==> src/rtl/preg_free_list_if.sv <==
// Rename-stage free-list bus: decode allocation requests/grants, commit releases and status.
interface preg_free_list_if #(
  parameter int TAG_W = 6,
  parameter int CNT_W = 6
);
  logic [1:0]       alloc_req;
  logic [1:0]       alloc_gnt;
  logic [TAG_W-1:0] alloc_tag0;
  logic [TAG_W-1:0] alloc_tag1;
  logic [1:0]       free_vld;
  logic [TAG_W-1:0] free_tag0;
  logic [TAG_W-1:0] free_tag1;
  logic [CNT_W-1:0] free_count;
  logic             empty;
  logic             err_ovf;
  logic             err_dup;

  modport master (
    output alloc_req, free_vld, free_tag0, free_tag1,
    input  alloc_gnt, alloc_tag0, alloc_tag1, free_count, empty, err_ovf, err_dup
  );

  modport slave (
    input  alloc_req, free_vld, free_tag0, free_tag1,
    output alloc_gnt, alloc_tag0, alloc_tag1, free_count, empty, err_ovf, err_dup
  );
endinterface

==> src/rtl/preg_free_list.sv <==
// Physical-register free list: circular FIFO of tags, 2-wide all-or-nothing allocate, 2-wide release.
// Define PREG_FREELIST_CHECK_EN to add the in_list bitmap that drops duplicate releases (err_dup).
module preg_free_list #(
  parameter int NUM_PREGS = 64,
  parameter int NUM_AREGS = 32,
  parameter int TAG_W     = $clog2(NUM_PREGS)
) (
  input logic             clk,
  input logic             rst_n,
  preg_free_list_if.slave bus
);
  localparam int DEPTH = NUM_PREGS - NUM_AREGS;
  localparam int PTR_W = $clog2(DEPTH);
  localparam int CNT_W = PTR_W + 1;

  logic [TAG_W-1:0] entry_q [DEPTH];
  logic [PTR_W-1:0] head_q, tail_q;
  logic [PTR_W-1:0] head_d, tail_d;
  logic [PTR_W-1:0] headPlus1, wrIdx1;
  logic [CNT_W-1:0] count_q, count_d;
  logic             err_ovf_q;

  logic [1:0] reqCnt, popCnt, gnt;
  logic       dup0, dup1, acc0, acc1, ovfHit;

  // Grants are judged against the pre-release count; reset forces them off.
  always_comb begin
    reqCnt = {1'b0, bus.alloc_req[0]} + {1'b0, bus.alloc_req[1]};
    gnt    = 2'b00;
    if (rst_n && (count_q >= CNT_W'(reqCnt))) begin
      gnt = bus.alloc_req;
    end
    popCnt = {1'b0, gnt[0]} + {1'b0, gnt[1]};
  end

  assign headPlus1      = head_q + PTR_W'(1);
  assign bus.alloc_gnt  = gnt;
  assign bus.alloc_tag0 = entry_q[head_q];
  assign bus.alloc_tag1 = (bus.alloc_req == 2'b10) ? entry_q[head_q] : entry_q[headPlus1];

`ifdef PREG_FREELIST_CHECK_EN
  logic [NUM_PREGS-1:0] in_list_q;
  logic                 err_dup_q;
`endif

  // Duplicate screening first, then space; free1 sees the slot free0 just took.
  always_comb begin
    dup0 = 1'b0;
    dup1 = 1'b0;
`ifdef PREG_FREELIST_CHECK_EN
    dup0 = in_list_q[bus.free_tag0];
    dup1 = in_list_q[bus.free_tag1] || (bus.free_vld[0] && (bus.free_tag0 == bus.free_tag1));
`endif
    acc0   = bus.free_vld[0] && !dup0 && (count_q != CNT_W'(DEPTH));
    acc1   = bus.free_vld[1] && !dup1 && ((count_q + CNT_W'(acc0)) != CNT_W'(DEPTH));
    ovfHit = (bus.free_vld[0] && !dup0 && !acc0) || (bus.free_vld[1] && !dup1 && !acc1);
    wrIdx1 = acc0 ? (tail_q + PTR_W'(1)) : tail_q;
    head_d  = head_q + PTR_W'(popCnt);
    tail_d  = tail_q + PTR_W'(acc0) + PTR_W'(acc1);
    count_d = count_q - CNT_W'(popCnt) + CNT_W'(acc0) + CNT_W'(acc1);
  end

  always_ff @(posedge clk or negedge rst_n) begin
    if (!rst_n) begin
      head_q    <= '0;
      tail_q    <= '0;
      count_q   <= CNT_W'(DEPTH);
      err_ovf_q <= 1'b0;
      for (int i = 0; i < DEPTH; i++) begin
        entry_q[i] <= TAG_W'(NUM_AREGS + i);
      end
    end else begin
      head_q  <= head_d;
      tail_q  <= tail_d;
      count_q <= count_d;
      if (acc0) begin
        entry_q[tail_q] <= bus.free_tag0;
      end
      if (acc1) begin
        entry_q[wrIdx1] <= bus.free_tag1;
      end
      if (ovfHit) begin
        err_ovf_q <= 1'b1;
      end
    end
  end

  assign bus.free_count = count_q;
  assign bus.empty      = (count_q == '0);
  assign bus.err_ovf    = err_ovf_q;

`ifdef PREG_FREELIST_CHECK_EN
  // Bitmap mirrors list membership: grants clear, accepted releases set.
  always_ff @(posedge clk or negedge rst_n) begin
    if (!rst_n) begin
      err_dup_q <= 1'b0;
      for (int i = 0; i < NUM_PREGS; i++) begin
        in_list_q[i] <= (i >= NUM_AREGS);
      end
    end else begin
      if (gnt[0]) in_list_q[bus.alloc_tag0] <= 1'b0;
      if (gnt[1]) in_list_q[bus.alloc_tag1] <= 1'b0;
      if (acc0)   in_list_q[bus.free_tag0]  <= 1'b1;
      if (acc1)   in_list_q[bus.free_tag1]  <= 1'b1;
      if ((bus.free_vld[0] && dup0) || (bus.free_vld[1] && dup1)) begin
        err_dup_q <= 1'b1;
      end
    end
  end

  assign bus.err_dup = err_dup_q;
`else
  assign bus.err_dup = 1'b0;
`endif
endmodule

==> src/flat_wrapper.sv <==
// flat-port wrapper written by rule: the top's interface ports become plain ports
module preg_free_list_flat 
#(
  parameter int NUM_PREGS = 64,
  parameter int NUM_AREGS = 32,
  parameter int TAG_W     = $clog2(NUM_PREGS)
)
  (clk, rst_n, bus_alloc_req, bus_free_vld, bus_free_tag0, bus_free_tag1, bus_alloc_gnt, bus_alloc_tag0, bus_alloc_tag1, bus_free_count, bus_empty, bus_err_ovf, bus_err_dup);
  preg_free_list_if #(.TAG_W(TAG_W)) bus_i ();
  input logic clk;
  input logic rst_n;
  input wire logic [$bits(bus_i.alloc_req)-1:0] bus_alloc_req;
  input wire logic [$bits(bus_i.free_vld)-1:0] bus_free_vld;
  input wire logic [$bits(bus_i.free_tag0)-1:0] bus_free_tag0;
  input wire logic [$bits(bus_i.free_tag1)-1:0] bus_free_tag1;
  output wire logic [$bits(bus_i.alloc_gnt)-1:0] bus_alloc_gnt;
  output wire logic [$bits(bus_i.alloc_tag0)-1:0] bus_alloc_tag0;
  output wire logic [$bits(bus_i.alloc_tag1)-1:0] bus_alloc_tag1;
  output wire logic [$bits(bus_i.free_count)-1:0] bus_free_count;
  output wire logic [$bits(bus_i.empty)-1:0] bus_empty;
  output wire logic [$bits(bus_i.err_ovf)-1:0] bus_err_ovf;
  output wire logic [$bits(bus_i.err_dup)-1:0] bus_err_dup;
  assign bus_i.alloc_req = bus_alloc_req;
  assign bus_i.free_vld = bus_free_vld;
  assign bus_i.free_tag0 = bus_free_tag0;
  assign bus_i.free_tag1 = bus_free_tag1;
  assign bus_alloc_gnt = bus_i.alloc_gnt;
  assign bus_alloc_tag0 = bus_i.alloc_tag0;
  assign bus_alloc_tag1 = bus_i.alloc_tag1;
  assign bus_free_count = bus_i.free_count;
  assign bus_empty = bus_i.empty;
  assign bus_err_ovf = bus_i.err_ovf;
  assign bus_err_dup = bus_i.err_dup;
  preg_free_list #(.NUM_PREGS(NUM_PREGS), .NUM_AREGS(NUM_AREGS), .TAG_W(TAG_W)) u_core (.clk(clk), .rst_n(rst_n), .bus(bus_i));
endmodule
==> config.mk <==
export PLATFORM = sky130hd
export DESIGN_NAME = preg_free_list_flat
export DESIGN_NICKNAME = d
export VERILOG_FILES = /design/src/rtl/preg_free_list_if.sv /design/src/rtl/preg_free_list.sv /design/src/flat_wrapper.sv
export SDC_FILE = /design/constraint.sdc
export NUM_CORES = 1
export LEC_CHECK = 0
export BUFFER_PORTS_ARGS = -buffer_cell sky130_fd_sc_hd__buf_2
export CAP_MARGIN = 20
export CORE_ASPECT_RATIO = 2
export CORE_MARGIN = 10
export CORE_UTILIZATION = 29
export CTS_CLUSTER_DIAMETER = 150
export DETAILED_ROUTE_END_ITERATION = 12
export GPL_ROUTABILITY_DRIVEN = 0
export PLACE_DENSITY = 0.48
export RECOVER_POWER = 25
export SLEW_MARGIN = 40
export SYNTH_ARGS = -nofsm -noshare
export SYNTH_HDL_FRONTEND = slang
export SYNTH_SLANG_ARGS = --single-unit
==> constraint.sdc <==
create_clock -name clk -period 10.3 [get_ports clk]
set_clock_uncertainty 0.05 [all_clocks]
set_input_delay 2.575 -clock clk [delete_from_list [all_inputs] [get_ports clk]]
set_output_delay 2.575 -clock clk [all_outputs]
set_load 0.01 [all_outputs]
==> flow_summary.ini <==
[sta]
rsz0062_at_grt = false
setup_viol = 0
clock.fmax_mhz = 139.1
hold_violations = 0
slew_headroom_pct = -183.8
period_needed_ns = 7.189
slew_violations = 69
setup_tns_ns = 0
timing.final.crit_share_pct = 69.80
tightest_slew_ns = 4.257

[route]
drc = 0
maxUsedRoutingLayer = met4
postRouteAntennaNets = 0
viasPerCell = 5.482
drt_iter0_drc = 936
met2WireLength_mm = 30.47
wl_per_cell_um = 27.46
vias = 11380
m1WireLength_mm = 19.65
wirelength_mm = 57.01
met3_length_mm = 2.031
firstDrtPassIters = 5

[clock_network]
cts_setup_buffers = 0
ctsResizeCount = 0
cts_root_buf = clkbuf_16
clk_latency_ns = 0.54
clkSinkCount = 209
htree_levels = 1
cts_tree = done
hold_buffers = 0
cts_buffer_depth = 3
numCtsBuffers = 22
clkTransAtPathRegs_ns = 0.06

[power]
power.leakage_nw = 7.779
powerDensity_nw_per_um2 = 364.0
ir_worst_vdd_mv = 0.2167
total_power_w = 0.006042

[setup_path]
rr_endpoint = u_core.bus.free_count[5]
cp_num_buf_inv = 4
cpMaxStageDelayCell = ha_1
rrSetupSlack_ns = 5.47
crit_chain = buf_2, inv_1, ha_1, inv_1, and2_1, o21ai_0, nor4_1, a211oi_1, buf_2
critPathCaptureType = primary output
critical_path.startpoint = bus_alloc_req[0]
start_kind = input port
cpLargestDelayFamily = compound AO/OA/AOI/OAI gates
crit_arrival_ns = 4.56
endpoint = bus_alloc_tag1[3]
slowest_delay_ns = 0.53
path_max_fanout = 7
required_ns = 7.68
path_depth = 9
r2r_cells = 17
r2r_start = u_core.bus.free_count[2]
path_class = input port to primary output

[die]
die_y_um = 343.1
fp.dieArea_um2 = 62290
boundaryPins = 41
rows = 118
die_x_um = 181.5
start_util_pct = 29.29
core_region_area_um2 = 51670

[synth]
yosys_most_used_dff = dfstp_2
ys_ff_latch = 209
yosysUniqueCellTypes = 65
synth_edf_count = 0
synthSimpleGateAreaFrac_pct = 13.94
synth_compound_area_share_pct = 11.28
synth-xor-area-share_pct = 1.116
yosysWarnings = 0
synthCells = 1424
synthArstFlopShare_pct = 100.0
syn-cell-area_um2 = 15140
synth_top_family_by_area = multiplexers
synthMuxAreaShare_pct = 29.67
syn_nets = 1474
seq_area_frac_synth_pct = 35.49
avgSynthCellArea_um2 = 10.63
synthAdderAreaFrac_pct = 2.844

[placement]
post-dp-hpwl_mm = 40.72
io_buffers = 39

[run]
drv_cap = 1

[grt]
grtUsageTotal_pct = 17.80
antenna_found_initial = 0
grt_pass1_vias = 11910
grt_pass1_wl_mm = 83.35
overflow = 0
grt_max_degree = 81

[status]
violations = max-capacitance violations, max-slew violations
status = complete, but fails checks

[layout]
fin_nets = 1450
drive_gt1_share_pct = 26.41
num_antenna_cells = 0
fillers = 5294
synthToLayoutAreaGrowth_pct = 9.656

[worst_hold_path]
min_path_type = flip-flop to flip-flop
flip-flops by register name, indices dropped and copies added, names as in the netlist:
name                   count
u_core.head_q              5
u_core.bus.err_ovf         1
u_core.bus.free_count      6
u_core.tail_q              5
u_core.entry_q           192
logic make-up (layout without fill, tap and decap cells):
family                   Yosys count  after routing
AO/OA/AOI/OAI                    252            252
multiplexers                     386            386
adder cells (fa/ha/maj)           32             32
AND/OR/NAND/NOR                  357            357
flip-flops                       209            209
buffers and inverters            172            164
other                              1              1
XOR/XNOR                          15             15
per-stage QoR:
step / hold WS, ns / worst slack, ns / cells / utilization, % / instance area [um^2]
after floorplan: 0.4515 / 3.848 / 1424 / - / 15140
after global placement: 0.4500 / 3.063 / 2022 / 30.34 / 15680
after detailed placement: 0.4405 / 3.131 / 2032 / 30.71 / 15870
after CTS: 0.4565 / 3.127 / 2072 / 32.06 / 16570
after global routing: 0.4687 / 2.569 / 2076 / 32.12 / 16600
final: 0.4463 / 3.111 / 2076 / 32.12 / 16600
layout make-up:
type                    count  area, um^2  area share [%]
clock buffers              34       656.9           3.958
clock inverters             6       37.54          0.2262
inverters                  52       200.2           1.206
multi-input cells        1043        8979           54.10
flip-flops and latches    209        5376           32.39
well taps                 660       825.8           4.975
repair buffers             72       521.8           3.144
power by group:
part           internal, W  switching (W)
Combinational      0.00139        0.00207
Clock             0.000440       0.000375
Sequential         0.00135       0.000408
Total              0.00319        0.00286
cells in the final DEF (no fill, tap or decap), drive strengths merged, types with 7 or more instances in the layout:
master,Yosys,final
dfrtp,96,96
a22o,10,10
nor2b,34,34
dfstp,113,113
mux4,48,48
mux2,21,21
nor3,23,23
buf,70,70
mux2i,317,317
nand3,41,41
nand4,8,8
xor2,7,7
nand2,172,172
a211oi,15,15
a21oi,11,11
inv,52,52
ha,28,28
a22oi,33,33
clkbuf,50,36
and2,7,7
xnor2,8,8
nor2,14,14
o21ai,162,162
nand2b,8,8
nor4,36,36
Yosys cell counts (7+ instances only):
| library cell | count | area (um^2) |
|---|---|---|
| dfrtp_1 | 96 | 2402 |
| nor4_4 | 20 | 425.4 |
| nor4_1 | 12 | 75.07 |
| ha_1 | 28 | 350.3 |
| a22o_1 | 10 | 87.58 |
| nor3_1 | 18 | 90.09 |
| nor2b_1 | 34 | 212.7 |
| o21ai_0 | 69 | 345.3 |
| xor2_1 | 7 | 61.31 |
| o21ai_1 | 61 | 305.3 |
| mux2i_1 | 317 | 3173 |
| nor2_1 | 14 | 52.55 |
| a21oi_1 | 11 | 55.05 |
| nand4_1 | 8 | 50.05 |
| buf_6 | 13 | 146.4 |
| o21ai_2 | 32 | 280.3 |
| nand3_1 | 41 | 205.2 |
| buf_1 | 8 | 30.03 |
| buf_2 | 36 | 180.2 |
| nand2b_1 | 8 | 50.05 |
| mux2_1 | 8 | 90.09 |
| nand2_2 | 9 | 56.30 |
| dfstp_2 | 113 | 2969 |
| a211oi_1 | 12 | 90.09 |
| nand2_1 | 163 | 611.8 |
| a22oi_1 | 31 | 232.7 |
| mux2_2 | 13 | 146.4 |
| mux4_2 | 48 | 1081 |
| inv_1 | 51 | 191.4 |
| clkbuf_1 | 50 | 187.7 |
| buf_4 | 12 | 90.09 |
metal layers:
layer	vias to the layer above	track usage, %
met5	-	0
met4	0	13.57
met3	166	1.635
met2	376	32.89
met1	5707	18.05
li1	5131	-
worst min path at each step:
stage / from / endpoint / depth (start not counted)
after detailed placement: u_core.bus.err_ovf / u_core.bus.err_ovf / 1
after CTS: u_core.bus.err_ovf / u_core.bus.err_ovf / 1
final: u_core.bus.err_ovf / u_core.bus.err_ovf / 1
after floorplan: u_core.head_q[0] / u_core.head_q[0] / 1
after global placement: u_core.bus.err_ovf / u_core.bus.err_ovf / 1
after global routing: u_core.bus.err_ovf / u_core.bus.err_ovf / 1
Note: power is estimated with default switching activity, not from simulation.
